`config.mk`:
```
export PLATFORM = sky130hd
export DESIGN_NAME = spi_master_ctrl
export DESIGN_NICKNAME = d
export VERILOG_FILES = /design/src/rtl/spi_pkg.sv /design/src/rtl/spi_clk_div.sv /design/src/rtl/spi_master_ctrl.sv
export SDC_FILE = /design/constraint.sdc
export NUM_CORES = 1
export LEC_CHECK = 0
export ABC_AREA = 1
export ABC_CLOCK_PERIOD_IN_PS = 1660
export BUFFER_PORTS_ARGS = -buffer_cell sky130_fd_sc_hd__buf_2
export CAP_MARGIN = 0
export CORE_ASPECT_RATIO = 0.5
export CORE_UTILIZATION = 35
export DETAILED_ROUTE_END_ITERATION = 6
export SLEW_MARGIN = 20
export SYNTH_ARGS = -nofsm -noshare
export SYNTH_HDL_FRONTEND = slang
export SYNTH_HIERARCHICAL = 1
export SYNTH_SLANG_ARGS = --single-unit
```
`constraint.sdc`:
```
create_clock -name global_clk -period 1.66 [get_ports global_clk]
set_clock_uncertainty 0.05 [all_clocks]
set_input_delay 0.083 -clock global_clk [delete_from_list [all_inputs] [get_ports global_clk]]
set_output_delay 0.083 -clock global_clk [all_outputs]
set_load 0.05 [all_outputs]
```
`src/rtl/spi_pkg.sv`:
```
// Shared definitions for the SPI master: FSM state encoding, width helpers
// and SPI mode constants.
package spi_pkg;

   typedef enum logic [1:0] {
      ST_IDLE,
      ST_SETUP,
      ST_XFER,
      ST_HOLD
   } spi_state_e;

   localparam logic CPOL_IDLE_LOW  = 1'b0;
   localparam logic CPOL_IDLE_HIGH = 1'b1;
   localparam logic CPHA_LEADING   = 1'b0;
   localparam logic CPHA_TRAILING  = 1'b1;

   // Width of a select index for n slaves; never narrower than one bit.
   function automatic int unsigned sel_width(input int unsigned n);
      return (n <= 1) ? 1 : $clog2(n);
   endfunction

   // Edge counter width: one extra bit so 2*n edges fit without wrapping.
   function automatic int unsigned cnt_width(input int unsigned n);
      return $clog2(n) + 1;
   endfunction

endpackage

```
`src/rtl/spi_clk_div.sv`:
```
// Half-period divider for the SPI master: counts 0..CLK_DIV-1 while enabled,
// synchronous clear, tick on the last count.
module spi_clk_div #(
   parameter int unsigned CLK_DIV = 16
) (
   input  logic global_clk,
   input  logic reset,
   input  logic en,
   input  logic clr,
   output logic tick
);

   localparam int unsigned      CNT_W = $clog2(CLK_DIV);
   localparam logic [CNT_W-1:0] LAST  = CNT_W'(CLK_DIV - 1);

   logic [CNT_W-1:0] count_q, count_d;

   // Next count: clear wins, otherwise wrap at the last count while enabled.
   always_comb begin
      count_d = count_q;
      if (clr) begin
         count_d = '0;
      end else if (en) begin
         count_d = (count_q == LAST) ? '0 : count_q + 1'b1;
      end
   end

   assign tick = en && (count_q == LAST);

   // Counter register.
   always_ff @(posedge global_clk or negedge reset) begin
      if (!reset) count_q <= '0;
      else        count_q <= count_d;
   end

endmodule

```
`src/rtl/spi_master_ctrl.sv`:
```
// SPI master: one full-duplex DATA_W-bit transfer per accepted start.
// Optional internal loopback is enabled by defining SPI_MASTER_LOOPBACK_EN.
module spi_master_ctrl
   import spi_pkg::*;
#(
   parameter int unsigned DATA_W    = 8,
   parameter int unsigned CLK_DIV   = 16,
   parameter int unsigned NUM_SS    = 1,
   parameter bit          CPOL      = 1'b0,
   parameter bit          CPHA      = 1'b0,
   parameter bit          MSB_FIRST = 1'b1,
   parameter int unsigned SEL_W     = sel_width(NUM_SS)
) (
   input  logic              global_clk,
   input  logic              reset,
   input  logic              get_data,
   input  logic [DATA_W-1:0] tx_data,
   input  logic [SEL_W-1:0]  ss_sel,
   output logic [DATA_W-1:0] rx_data,
   output logic              busy,
   output logic              done,
   output logic              sclk,
   output logic              mosi,
   input  logic              miso,
`ifdef SPI_MASTER_LOOPBACK_EN
   input  logic              loopback,
`endif
   output logic [NUM_SS-1:0] ss
);

   localparam int unsigned       EDGE_W    = cnt_width(DATA_W);
   localparam logic [EDGE_W-1:0] LAST_EDGE = EDGE_W'(2 * DATA_W - 1);
   localparam logic              SCLK_IDLE = CPOL ? CPOL_IDLE_HIGH : CPOL_IDLE_LOW;

   spi_state_e        state_q, state_d;
   logic [DATA_W-1:0] tx_sr_q, tx_sr_d;
   logic [DATA_W-1:0] rx_sr_q, rx_sr_d;
   logic [DATA_W-1:0] rx_data_q, rx_data_d;
   logic [EDGE_W-1:0] edge_q, edge_d;
   logic              busy_q, busy_d;
   logic              done_q, done_d;
   logic              sclk_q, sclk_d;
   logic              mosi_q, mosi_d;
   logic [NUM_SS-1:0] ss_q, ss_d, ss_dec;
   logic              tick, start, lead_edge, last_edge;
   logic              sample_now, shift_now, sample_bit, lb_start;

`ifdef SPI_MASTER_LOOPBACK_EN
   logic lb_q, lb_d;
   assign lb_start   = loopback;
   assign sample_bit = lb_q ? mosi_q : miso;
`else
   assign lb_start   = 1'b0;
   assign sample_bit = miso;
`endif

   // A start in the done cycle is refused so a new transfer begins one cycle later.
   assign start     = (state_q == ST_IDLE) && get_data && !done_q;
   // Even-numbered edges move sclk away from its idle level.
   assign lead_edge = ~edge_q[0];
   assign last_edge = (edge_q == LAST_EDGE);
   assign sample_now = (CPHA == CPHA_LEADING) ? lead_edge : ~lead_edge;
   // The first bit is already on mosi at start, so only DATA_W-1 shifts follow.
   assign shift_now  = (CPHA == CPHA_TRAILING) ? (lead_edge && (edge_q != '0))
                                               : (~lead_edge && ~last_edge);

   spi_clk_div #(
      .CLK_DIV(CLK_DIV)
   ) u_clk_div (
      .global_clk(global_clk),
      .reset     (reset),
      .en        (state_q != ST_IDLE),
      .clr       (start),
      .tick      (tick)
   );

   // Decode the requested slave; out-of-range or loopback leaves all selects high.
   always_comb begin
      ss_dec = '1;
      for (int unsigned i = 0; i < NUM_SS; i++) begin
         if (!lb_start && (32'(ss_sel) == i)) ss_dec[i] = 1'b0;
      end
   end

   // State register.
   always_ff @(posedge global_clk or negedge reset) begin
      if (!reset) state_q <= ST_IDLE;
      else        state_q <= state_d;
   end

   // Next-state logic: each phase advances on a divider tick.
   always_comb begin
      state_d = state_q;
      unique case (state_q)
         ST_IDLE:  if (start)              state_d = ST_SETUP;
         ST_SETUP: if (tick)               state_d = ST_XFER;
         ST_XFER:  if (tick && last_edge)  state_d = ST_HOLD;
         ST_HOLD:  if (tick)               state_d = ST_IDLE;
         default:                          state_d = ST_IDLE;
      endcase
   end

   // Output and datapath next values: load on start, shift/sample on edges, finish in HOLD.
   always_comb begin
      tx_sr_d   = tx_sr_q;
      rx_sr_d   = rx_sr_q;
      rx_data_d = rx_data_q;
      edge_d    = edge_q;
      busy_d    = busy_q;
      done_d    = 1'b0;
      sclk_d    = sclk_q;
      mosi_d    = mosi_q;
      ss_d      = ss_q;
`ifdef SPI_MASTER_LOOPBACK_EN
      lb_d      = lb_q;
`endif
      unique case (state_q)
         ST_IDLE: begin
            if (start) begin
               tx_sr_d = tx_data;
               rx_sr_d = '0;
               edge_d  = '0;
               busy_d  = 1'b1;
               ss_d    = ss_dec;
               mosi_d  = MSB_FIRST ? tx_data[DATA_W-1] : tx_data[0];
`ifdef SPI_MASTER_LOOPBACK_EN
               lb_d    = loopback;
`endif
            end
         end
         ST_SETUP: ;
         ST_XFER: begin
            if (tick) begin
               sclk_d = ~sclk_q;
               if (!last_edge) edge_d = edge_q + 1'b1;
               if (sample_now) begin
                  rx_sr_d = MSB_FIRST ? {rx_sr_q[DATA_W-2:0], sample_bit}
                                      : {sample_bit, rx_sr_q[DATA_W-1:1]};
               end
               if (shift_now) begin
                  tx_sr_d = MSB_FIRST ? (tx_sr_q << 1) : (tx_sr_q >> 1);
                  mosi_d  = MSB_FIRST ? tx_sr_q[DATA_W-2] : tx_sr_q[1];
               end
            end
         end
         ST_HOLD: begin
            if (tick) begin
               busy_d    = 1'b0;
               done_d    = 1'b1;
               ss_d      = '1;
               rx_data_d = rx_sr_q;
            end
         end
         default: ;
      endcase
   end

   // Datapath and output registers.
   always_ff @(posedge global_clk or negedge reset) begin
      if (!reset) begin
         tx_sr_q   <= '0;
         rx_sr_q   <= '0;
         rx_data_q <= '0;
         edge_q    <= '0;
         busy_q    <= 1'b0;
         done_q    <= 1'b0;
         sclk_q    <= SCLK_IDLE;
         mosi_q    <= 1'b0;
         ss_q      <= '1;
`ifdef SPI_MASTER_LOOPBACK_EN
         lb_q      <= 1'b0;
`endif
      end else begin
         tx_sr_q   <= tx_sr_d;
         rx_sr_q   <= rx_sr_d;
         rx_data_q <= rx_data_d;
         edge_q    <= edge_d;
         busy_q    <= busy_d;
         done_q    <= done_d;
         sclk_q    <= sclk_d;
         mosi_q    <= mosi_d;
         ss_q      <= ss_d;
`ifdef SPI_MASTER_LOOPBACK_EN
         lb_q      <= lb_d;
`endif
      end
   end

   assign rx_data = rx_data_q;
   assign busy    = busy_q;
   assign done    = done_q;
   assign sclk    = sclk_q;
   assign mosi    = mosi_q;
   assign ss      = ss_q;

endmodule

```
; After elaboration in Yosys (flattened, before gate mapping)
; Cells that the tools add are included.
[word_totals]
ff_bits = 38
out_inout_bits = 13
in_bits = 13
wordCells = 79
[classes]
muxes = 33
n_addsub = 2
bitwise = 2
n_eq_ne = 13
n_reduce_logical = 18
[op_table]
columns = operator, n
row1 = 4-bit 2-to-1 mux, 6
row2 = 8-bit 2-to-1 mux, 3
row3 = 7-bit 2-to-1 mux, 3
row4 = 2-bit inequality test (second input constant), 8
row5 = 8-bit one-hot mux with 2 select lines, 1
row6 = 4-bit AND reduction, 4
row7 = 7-bit one-hot mux with 2 select lines, 1
row8 = 1-bit 2-to-1 mux, 10
row9 = 4-bit by 1-bit adder with 4-bit output (second input constant), 2
row10 = 4-bit equality test (second input constant), 2
row11 = 2-bit 2-to-1 mux, 4
row12 = 2-bit one-hot mux with 4 select lines, 1
row13 = 4-bit one-hot mux with 2 select lines, 1
row14 = 2-bit nonzero test, 4
row15 = 1-bit one-hot mux with 2 select lines, 3
row16 = 1-bit logical AND, 5
row17 = 2-bit equality test (second input constant), 2
row18 = 2-bit AND reduction, 2
row19 = 3-bit AND reduction, 1
row20 = 2-bit by 1-bit equality test with 1-bit output (second input constant), 1
row21 = 2-bit logical NOT, 1
row22 = 1-bit inverter, 2
row23 = 1-bit logical NOT, 1

; Depth between registers and ports, before layout
; Gate-level depths: netlist (run 1).
[depth]
word_depth = 6
mapped_depth = 12
ltp_nobuf = 12

; Modules after synthesis
; The synthesis (run 1) kept the hierarchy.
[by_module_without_submodules]
columns = module, seq_area_each_um2, n_inst, cells_each, area_each_um2
row1 = spi_master_ctrl, 852.1, 1, 226, 1775.5
row2 = spi_clk_div, 100.1, 1, 26, 224.0

; Worst setup path after synthesis (run 1)
; Ideal clock, no wire load.
[synth_path]
kind = register to register
start = register state_q[0]
end = register state_q[0]
arrival_ns = 1.682
setup_time_ns = 0.117
path_buffers = 1
synth_period_minus_slack_ns = 1.848
required_ns = 1.493
path_stages_with_launch = 12
setup_slack_ns = -0.188
cell_sequence = dfrtp_1 > inv_1 > ha_1 > inv_2 > inv_2 > nor2_1 > nor2_4 > nor2_8 > buf_6 > nand2_2 > nand2_1 > nand2_1
[synth_between]
elab_chain_cells = 5
elab_cells_between_ends = 15
classes_between = eq/ne: 7 / mux: 1 / reduce/logical: 7
[synth_rtl]
columns = item, line
row1 = "start, declared", spi_master_ctrl.sv:35  ; spi_state_e state_q, state_d;
row2 = "start signal, assigned", spi_master_ctrl.sv:88  ; else state_q <= state_d;
row3 = 2-bit nonzero test *, spi_master_ctrl.sv:72  ; .en (state_q != ST_IDLE),
row4 = 1-bit logical AND *, spi_clk_div.sv:28  ; assign tick = en && (count_q == LAST);
row5 = via tick, spi_master_ctrl.sv:45  ; logic tick, start, lead_edge, last_edge;
row6 = 1-bit logical AND, spi_master_ctrl.sv:97  ; ST_XFER: if (tick && last_edge) state_d = ST_HOLD;
row7 = 2-bit inequality test (no line), --
row8 = 4-bit AND reduction (no line) *, --
; The timed path passes the listed nets; every way through them passes the cells marked *.
; A chain may end at the register's enable or synchronous reset.

; Worst setup path in the final report (run 1)
[layout_path]
start = register state_q[1]
end = register tx_sr_q[0]
[layout_between]
elab_cells_between_ends = 12
classes_between = eq/ne: 4 / mux: 1 / reduce/logical: 7
[layout_rtl]
columns = item, line
row1 = 2-bit nonzero test, spi_master_ctrl.sv:72
row2 = 1-bit logical AND, spi_clk_div.sv:28
row3 = via tick, spi_master_ctrl.sv:45
row4 = 2-bit inequality test (no line), --
row5 = 4-bit AND reduction (no line), --
row6 = "end signal, assigned", spi_master_ctrl.sv:174  ; tx_sr_q <= tx_sr_d;
row7 = "end, declared", spi_master_ctrl.sv:36  ; logic [DATA_W-1:0] tx_sr_q, tx_sr_d;
; The timed path passes the listed nets, and every way through them passes these cells.

==> qor.yml, run 1 <==
power_density_nw_per_um2: 1846
viasPerCell: 4.585
seq_area_frac_synth_pct: 47.62
wl_mm: 4.331
crit_path_max_fanout: 6
synth_seq_cells: 38
min_to: "ss$_DFFE_PN1P_"
routedWlPerCell_um: 11.37
status: "completed"
cpPeakStageDelay_ns: 0.41
setup_viol: 0
ant_nets: 0
post-route-util_pct: 48.48
insertion_delay_ns: 0.28
clock-sinks: 38
floorplan.die.height_um: 55.45
tightest_slew_ns: 0.3185
syn_inst: 252
hold_class: "input pin to flip-flop"
drt_pass1_iterations: 4
synth_area_um2: 1999
die_area_um2: 6037
ff2ff_path_depth: 11
fp-row-count: 19
post-route-period-util_pct: 99.62
leakage_uw: 0.001434
worstPathArrival_ns: 1.82
grt_pass1_vias: 1645
cts_root_buf: "clkbuf_16"
path_class: "flip-flop to flip-flop"
finalInstanceArea_um2: 2663
path_clk_slew_ns: 0.06
drtIter0Drc: 98
synth_nets: 271
dp.final_hpwl_mm: 2.837
ff2ff_setup_slack_ns: 0.006
fillCellCount: 510
reg2reg_from: "state_q[1]$_DFFE_PN0P_"
coreArea_um2: 5492
grt_max_degree: 39
fin_crit_ns: 1.654
cts_tree: "done"
setup_tns_ns: 0
cp_cell_sequence: "inv_2 > ha_4 > inv_4 > inv_4 > nor2_4 > nor2_4 > nor2_8 > buf_6 > buf_6 > nand3b_1 > nand2_1"
yosysUniqueCellTypes: 27
relSlewSlack_pct: 78.68
worstHoldStart: "ss_sel"
io_buffers: 25
antennaDiodeCount: 0
grt_pass1_wl_mm: 7.217
area_growth_syn_to_layout_pct: 33.17
power_uw: 4916
remaining_drc_errors: 0
grt_antenna_before_repair: 0
nNetsFinal: 327
synth_area_per_cell_um2: 7.934
pre_cts_ws_ns: 0.001308
maxCapViolations: 0
htree_levels: 2
slew_violations: 0
die_w_um: 108.9
yosysWarnings: 6
crit_required_ns: 1.83
cts_made_buffers: 5
finalHoldViolations: 0
holdPathStages: 3
grt_setup_unrepaired: "true"
ir_drop_mv: 0.6955
fmax_ghz: 0.6047
drive_above_1_share_pct: 28.90
cts.path.max_buffers: 2
place_area_um2: 2341
gp_congestion: 0.7595
r2r-end: "tx_sr_q[0]$_DFFE_PN0P_"
overflow: 0
dr_total_vias: 1747
cp_slowest_cell: "dfrtp_1"
cp-start-kind: "flip-flop"
cp-end-kind: "flip-flop"
start_util_pct: 36.41
boundaryPins: 26
setup_slack_ns: 0.006351
track_usage_pct: 15.28
==> cell type report <==
cell class	instances	area (um^2)	share of cell area (%)
clock inverters	1	30.03	1.128
well taps	73	91.34	3.430
inverters	18	76.32	2.867
flip-flops and latches	38	952.2	35.76
clock buffers	6	138.9	5.216
multi-input cells	191	985.9	37.03
repair buffers	54	387.9	14.57
==> cells by family after synthesis <==
group                      after synthesis  share of synthesized area [%]
DFF                                     38                          47.62
AOI/OAI and AO/OA                       10                          3.818
buffers and inverters                   23                          5.382
xor gates and xnor gates                 1                         0.4381
and+or+nand+nor                        174                          38.99
adders and majority gates                6                          3.755
==> Yosys cell counts <==
library cell | instances | area, um^2
ha_1 | 6 | 75.07
nand2_2 | 6 | 37.54
a21oi_4 | 1 | 16.27
a22o_1 | 1 | 8.760
nor2_1 | 7 | 26.28
nor3b_1 | 1 | 7.510
nand2_4 | 1 | 11.26
o21ai_0 | 4 | 20.02
dfrtp_1 | 37 | 925.9
buf_2 | 2 | 10.01
o21ai_1 | 1 | 5.000
clkinv_1 | 2 | 7.510
nor2_4 | 2 | 22.52
nor2_8 | 1 | 20.02
inv_1 | 12 | 45.04
buf_6 | 2 | 22.52
a21oi_1 | 2 | 10.01
nand3_1 | 14 | 70.07
inv_2 | 4 | 15.01
nand3b_1 | 10 | 75.07
dfstp_2 | 1 | 26.28
nand3_2 | 1 | 10.01
buf_4 | 1 | 7.510
xnor2_1 | 1 | 8.760
nand2_1 | 128 | 480.5
nand4_1 | 3 | 18.77
o21ai_4 | 1 | 16.27
==> sequential cells by signal, indices dropped and copies added, names as in the netlist <==
register	cells
done	1
mosi	1
ss	1
rx_sr_q	8
rx_data	8
state_q	2
edge_q	4
u_clk_div/count_q	4
tx_sr_q	7
busy	1
sclk	1
==> routing by layer <==
metal / wire, um / share of wire (%) / track usage [%] / vias to the layer above
met2: 2018 / 47 / 23.99 / 17
met1: 2160 / 50 / 20.47 / 824
met3: 89 / 2.1 / 4.250 / 8
met5: 0 / 0 / 0 / -
met4: 63 / 1.5 / 4.633 / 0
li1: - / - / - / 898
==> cells in the final DEF, fill, tap and decap left out, types with 2 or more instances in the layout <==
| cell | Yosys | routed |
|---|---|---|
| dfrtp_1 | 37 | 37 |
| nand2_1 | 128 | 126 |
| nor2_1 | 7 | 5 |
| buf_4 | 1 | 19 |
| nand4_1 | 3 | 3 |
| nor2_4 | 2 | 3 |
| inv_2 | 4 | 4 |
| nand2_2 | 6 | 7 |
| inv_1 | 12 | 10 |
| nand3_2 | 1 | 3 |
| nand2_4 | 1 | 2 |
| clkbuf_16 | 0 | 5 |
| buf_6 | 2 | 8 |
| ha_1 | 6 | 5 |
| inv_4 | 0 | 2 |
| a21oi_1 | 2 | 2 |
| nand3_1 | 14 | 12 |
| o21ai_0 | 4 | 3 |
| nand3b_1 | 10 | 10 |
| buf_2 | 2 | 25 |
==> worst max-delay path: cells and delay by family, from the launching register on <==
| family | cells | cell delay, ns |
|---|---|---|
| adders and majority gates | 1 | 0.17 |
| buffers and inverters | 5 | 0.41 |
| DFF | 1 | 0.41 |
| and+or+nand+nor | 5 | 0.55 |
==> power breakdown <==
group / internal, uW / switching (uW)
logic: 1040 / 1470
clock network: 741 / 353
registers: 1170 / 150
==> through the flow <==
step                std cells  hold WS, ns
floorplan                 252      -0.2626
global placement          364      0.01586
detailed placement        364      0.01916
CTS                       373     0.004318
global route              381      0.03877
finish                    381      0.01225
==> worst max-delay path by stage <==
stage,from,endpoint,depth (start not counted)
after global routing,state_q[1]$_DFFE_PN0P_,rx_sr_q[3]$_DFFE_PN0P_,11
after CTS,state_q[1]$_DFFE_PN0P_,state_q[1]$_DFFE_PN0P_,13
after floorplan,state_q[0]$_DFFE_PN0P_,state_q[0]$_DFFE_PN0P_,11
final,state_q[1]$_DFFE_PN0P_,tx_sr_q[0]$_DFFE_PN0P_,11
after global placement,state_q[1]$_DFFE_PN0P_,rx_sr_q[2]$_DFFE_PN0P_,10
after detailed placement,state_q[1]$_DFFE_PN0P_,rx_sr_q[2]$_DFFE_PN0P_,10
==> what timing repair did <==
action	4_1_cts	5_1_grt
endpoints found under the hold margin	38	0
hold buffers	1	0
setup buffers	1	8
gates resized for setup	3	21
pin swaps	2	15
setup endpoints to repair	12	30
Power figures use the tool's default switching activity.
==> run 2: changes to the inputs <==
--- a/config.mk
+++ b/config.mk
@@ -15,5 +15,4 @@
 export SLEW_MARGIN = 20
 export SYNTH_ARGS = -nofsm -noshare
 export SYNTH_HDL_FRONTEND = slang
-export SYNTH_HIERARCHICAL = 1
 export SYNTH_SLANG_ARGS = --single-unit
==> run 2 against run 1 <==
Against the previous run:
- clock power fell by 39%
- final cell count fell by 7.9%
- via count decreased by 7.8%
- first-iteration DRC count fell by 36%
- largest power group unchanged
- critical path type unchanged
- maximum frequency increased by 4.1%
==> qor.yml, run 2 <==
status: "completed"
fillCellCount: 487
crit_path_max_fanout: 10
die_w_um: 105.1
seq_area_um2: 953.4
path_clk_slew_ns: 0.08
finalHoldViolations: 0
synth_top_area_share_pct: 49.80
cts_root_buf: "clkbuf_8"
nNetsFinal: 299
synth_largest_area_cell: "dfrtp_1"
seq_power_share_pct: 32.4
fmax_ghz: 0.6297
area_growth_syn_to_layout_pct: 29.81
swShare_pct: 43.36
path_class: "flip-flop to flip-flop"
synth_area_um2: 1859
synth-xor-area-share_pct: 1.413
fp-row-count: 18
grt_max_degree: 39
dr_total_vias: 1610
worstPathArrival_ns: 1.74
overflow: 0
insertion_delay_ns: 0.30
ff2ff_setup_slack_ns: 0.07
antennaDiodeCount: 0
synth_edf_count: 0
grt_pass1_wl_mm: 6.382
hold_class: "input pin to flip-flop"
worstSetupEndpoint: "state_q[0]$_DFFE_PN0P_"
ant_nets: 0
htree_levels: 2
finalInstanceArea_um2: 2414
r2r-end: "state_q[0]$_DFFE_PN0P_"
syn_inst: 232
mostFrequentLayoutCells: "nand2_1, dfrtp_1, nand3_1, buf_2, buf_4"
combinationalPowerShare_pct: 51.4
synth_fa_ha_area_share_pct: 4.038
power_density_nw_per_um2: 1712
ff2ff_path_depth: 9
synth_nets: 251
remaining_drc_errors: 0
io_buffers: 25
drive_above_1_share_pct: 26.69
clock-sinks: 38
yosysWarnings: 0
maxCapViolations: 0
cts_tree: "done"
relSlewSlack_pct: 68.61
seq_area_frac_synth_pct: 51.21
coreArea_um2: 5022
p_clk_share_pct: 16.2
routedWlPerCell_um: 11.49
async_flop_share_pct: 100.0
synth_compound_area_share_pct: 7.268
floorplan.die.height_um: 53.54
boundaryPins: 26
setup_viol: 0
tightest_slew_ns: 0.4708
reg2reg_from: "u_clk_div.count_q[0]$_DFFE_PN0P_"
cts.path.max_buffers: 2
place_area_um2: 2176
pre_cts_ws_ns: -0.01528
synth_seq_cells: 38
final_common_cell: "nand2_1"
whs_ns: 0.03643
grt_pass1_vias: 1374
p_sw_uw: 1792
wl_mm: 4.032
track_usage_pct: 14.79
crit_required_ns: 1.81
post-route-period-util_pct: 95.66
leakage_uw: 0.001302
fin_crit_ns: 1.588
synth-simple-area-share_pct: 31.43
ir_drop_mv: 0.5265
drtIter0Drc: 63
synthTopCellsByCount: "nand2_1, dfrtp_1, nand3_1, o21ai_0, nor2_1"
ys.flop_type: "dfrtp_1"
cp-end-kind: "flip-flop"
p_int_uw: 2341
synth_area_leaders: "dfrtp_1, nand2_1, nand3_1"
start_util_pct: 37.02
grt_antenna_before_repair: 0
yosysUniqueCellTypes: 20
viasPerCell: 4.587
setup_tns_ns: 0
cts_made_buffers: 5
synth_most_common_cell: "nand2_1"
startpoint: "u_clk_div.count_q[0]$_DFFE_PN0P_"
synth_area_per_cell_um2: 8.014
cp-start-kind: "flip-flop"
synthMuxAreaShare_pct: 0
gp_congestion: 0.7828
synth_top_family_by_area: "simple AND/OR/NAND/NOR gates"
slew_violations: 0
setup_slack_ns: 0.07206
multi_input_area_um2: 905.9
die_area_um2: 5626
drt_pass1_iterations: 4
dp.final_hpwl_mm: 2.714
run 2: cell types whose count changed after synthesis, sizes merged, moves of 2 or more:
cell,delta
nand2,-33
nand3,+10
nand3b,-10
o21ai,+10
nor2,+7
nand4,-3
clkinv,-2
inv,-2
run 2: critical path, cell delays in order (launching register included):
cell     delay, ns
dfrtp_1       0.38
ha_1          0.18
inv_1         0.08
nor2_4        0.12
nand2_2       0.08
a21oi_4       0.21
buf_4         0.20
nand2_1       0.09
nand2_1       0.06
nand2_1       0.05
run 2: final cells by class:
cell class / instances / share of cell area (%)
well taps: 70 / 3.629
clock buffers: 6 / 3.421
flip-flops and latches: 38 / 39.50
inverters: 14 / 2.177
multi-input cells: 175 / 37.53
repair buffers: 46 / 13.22
clock inverters: 2 / 0.5184
run 2: worst min-delay path by stage:
stage                    start                     end  slack, ns  cells past startpoint
floorplan                reset        busy$_DFFE_PN0P_      -0.26                      0
global placement         reset  rx_data[3]$_DFFE_PN0P_       0.11                      2
CTS                 tx_data[0]  tx_sr_q[0]$_DFFE_PN0P_       0.04                      5
global route        tx_data[0]  tx_sr_q[0]$_DFFE_PN0P_       0.07                      5
finish              tx_data[0]  tx_sr_q[0]$_DFFE_PN0P_       0.04                      5
detailed placement       reset  rx_data[2]$_DFFE_PN0P_       0.11                      2
run 2: stage by stage:
stage	instances	utilization [%]	power (uW)
after CTS	347	46.21	3900
after floorplan	232	-	2540
after global placement	336	43.32	3134
after detailed placement	336	43.32	3157
after global routing	351	48.06	4470
final	351	48.06	4132
run 2: cell families after synthesis:
family          after synthesis
simple gates                144
flops                        38
compound gates               21
buf+inv                      20
fa+ha+maj                     6
xor+xnor                      3
run 2: power groups by stage:
| stage | sequential, uW | clock (uW) | combinational [uW] |
|---|---|---|---|
| 6_report | 1340 | 669 | 2130 |
| 2_1_floorplan | 1460 | 0 | 1080 |
| 3_5_place_dp | 1340 | 0 | 1820 |
| 4_1_cts | 1330 | 695 | 1880 |
| 5_1_grt | 1370 | 734 | 2370 |
| 3_3_place_gp | 1340 | 0 | 1800 |
run 2: timing repair:
action	CTS	global route
pin swaps	0	3
hold buffers	3	0
hold endpoints to repair	39	0
cloned	0	1
setup buffers	0	3
setup endpoints to repair	19	33
gates resized for setup	5	21
run 2: routing by layer:
layer  track usage [%]  vias up  part of all wire (%)
met5                 0        -                     0
met4             4.225        0                   1.1
met3             4.479        6                   4.1
met2             23.07       39                    41
met1             20.18      736                    54
li1                  -      829                     -
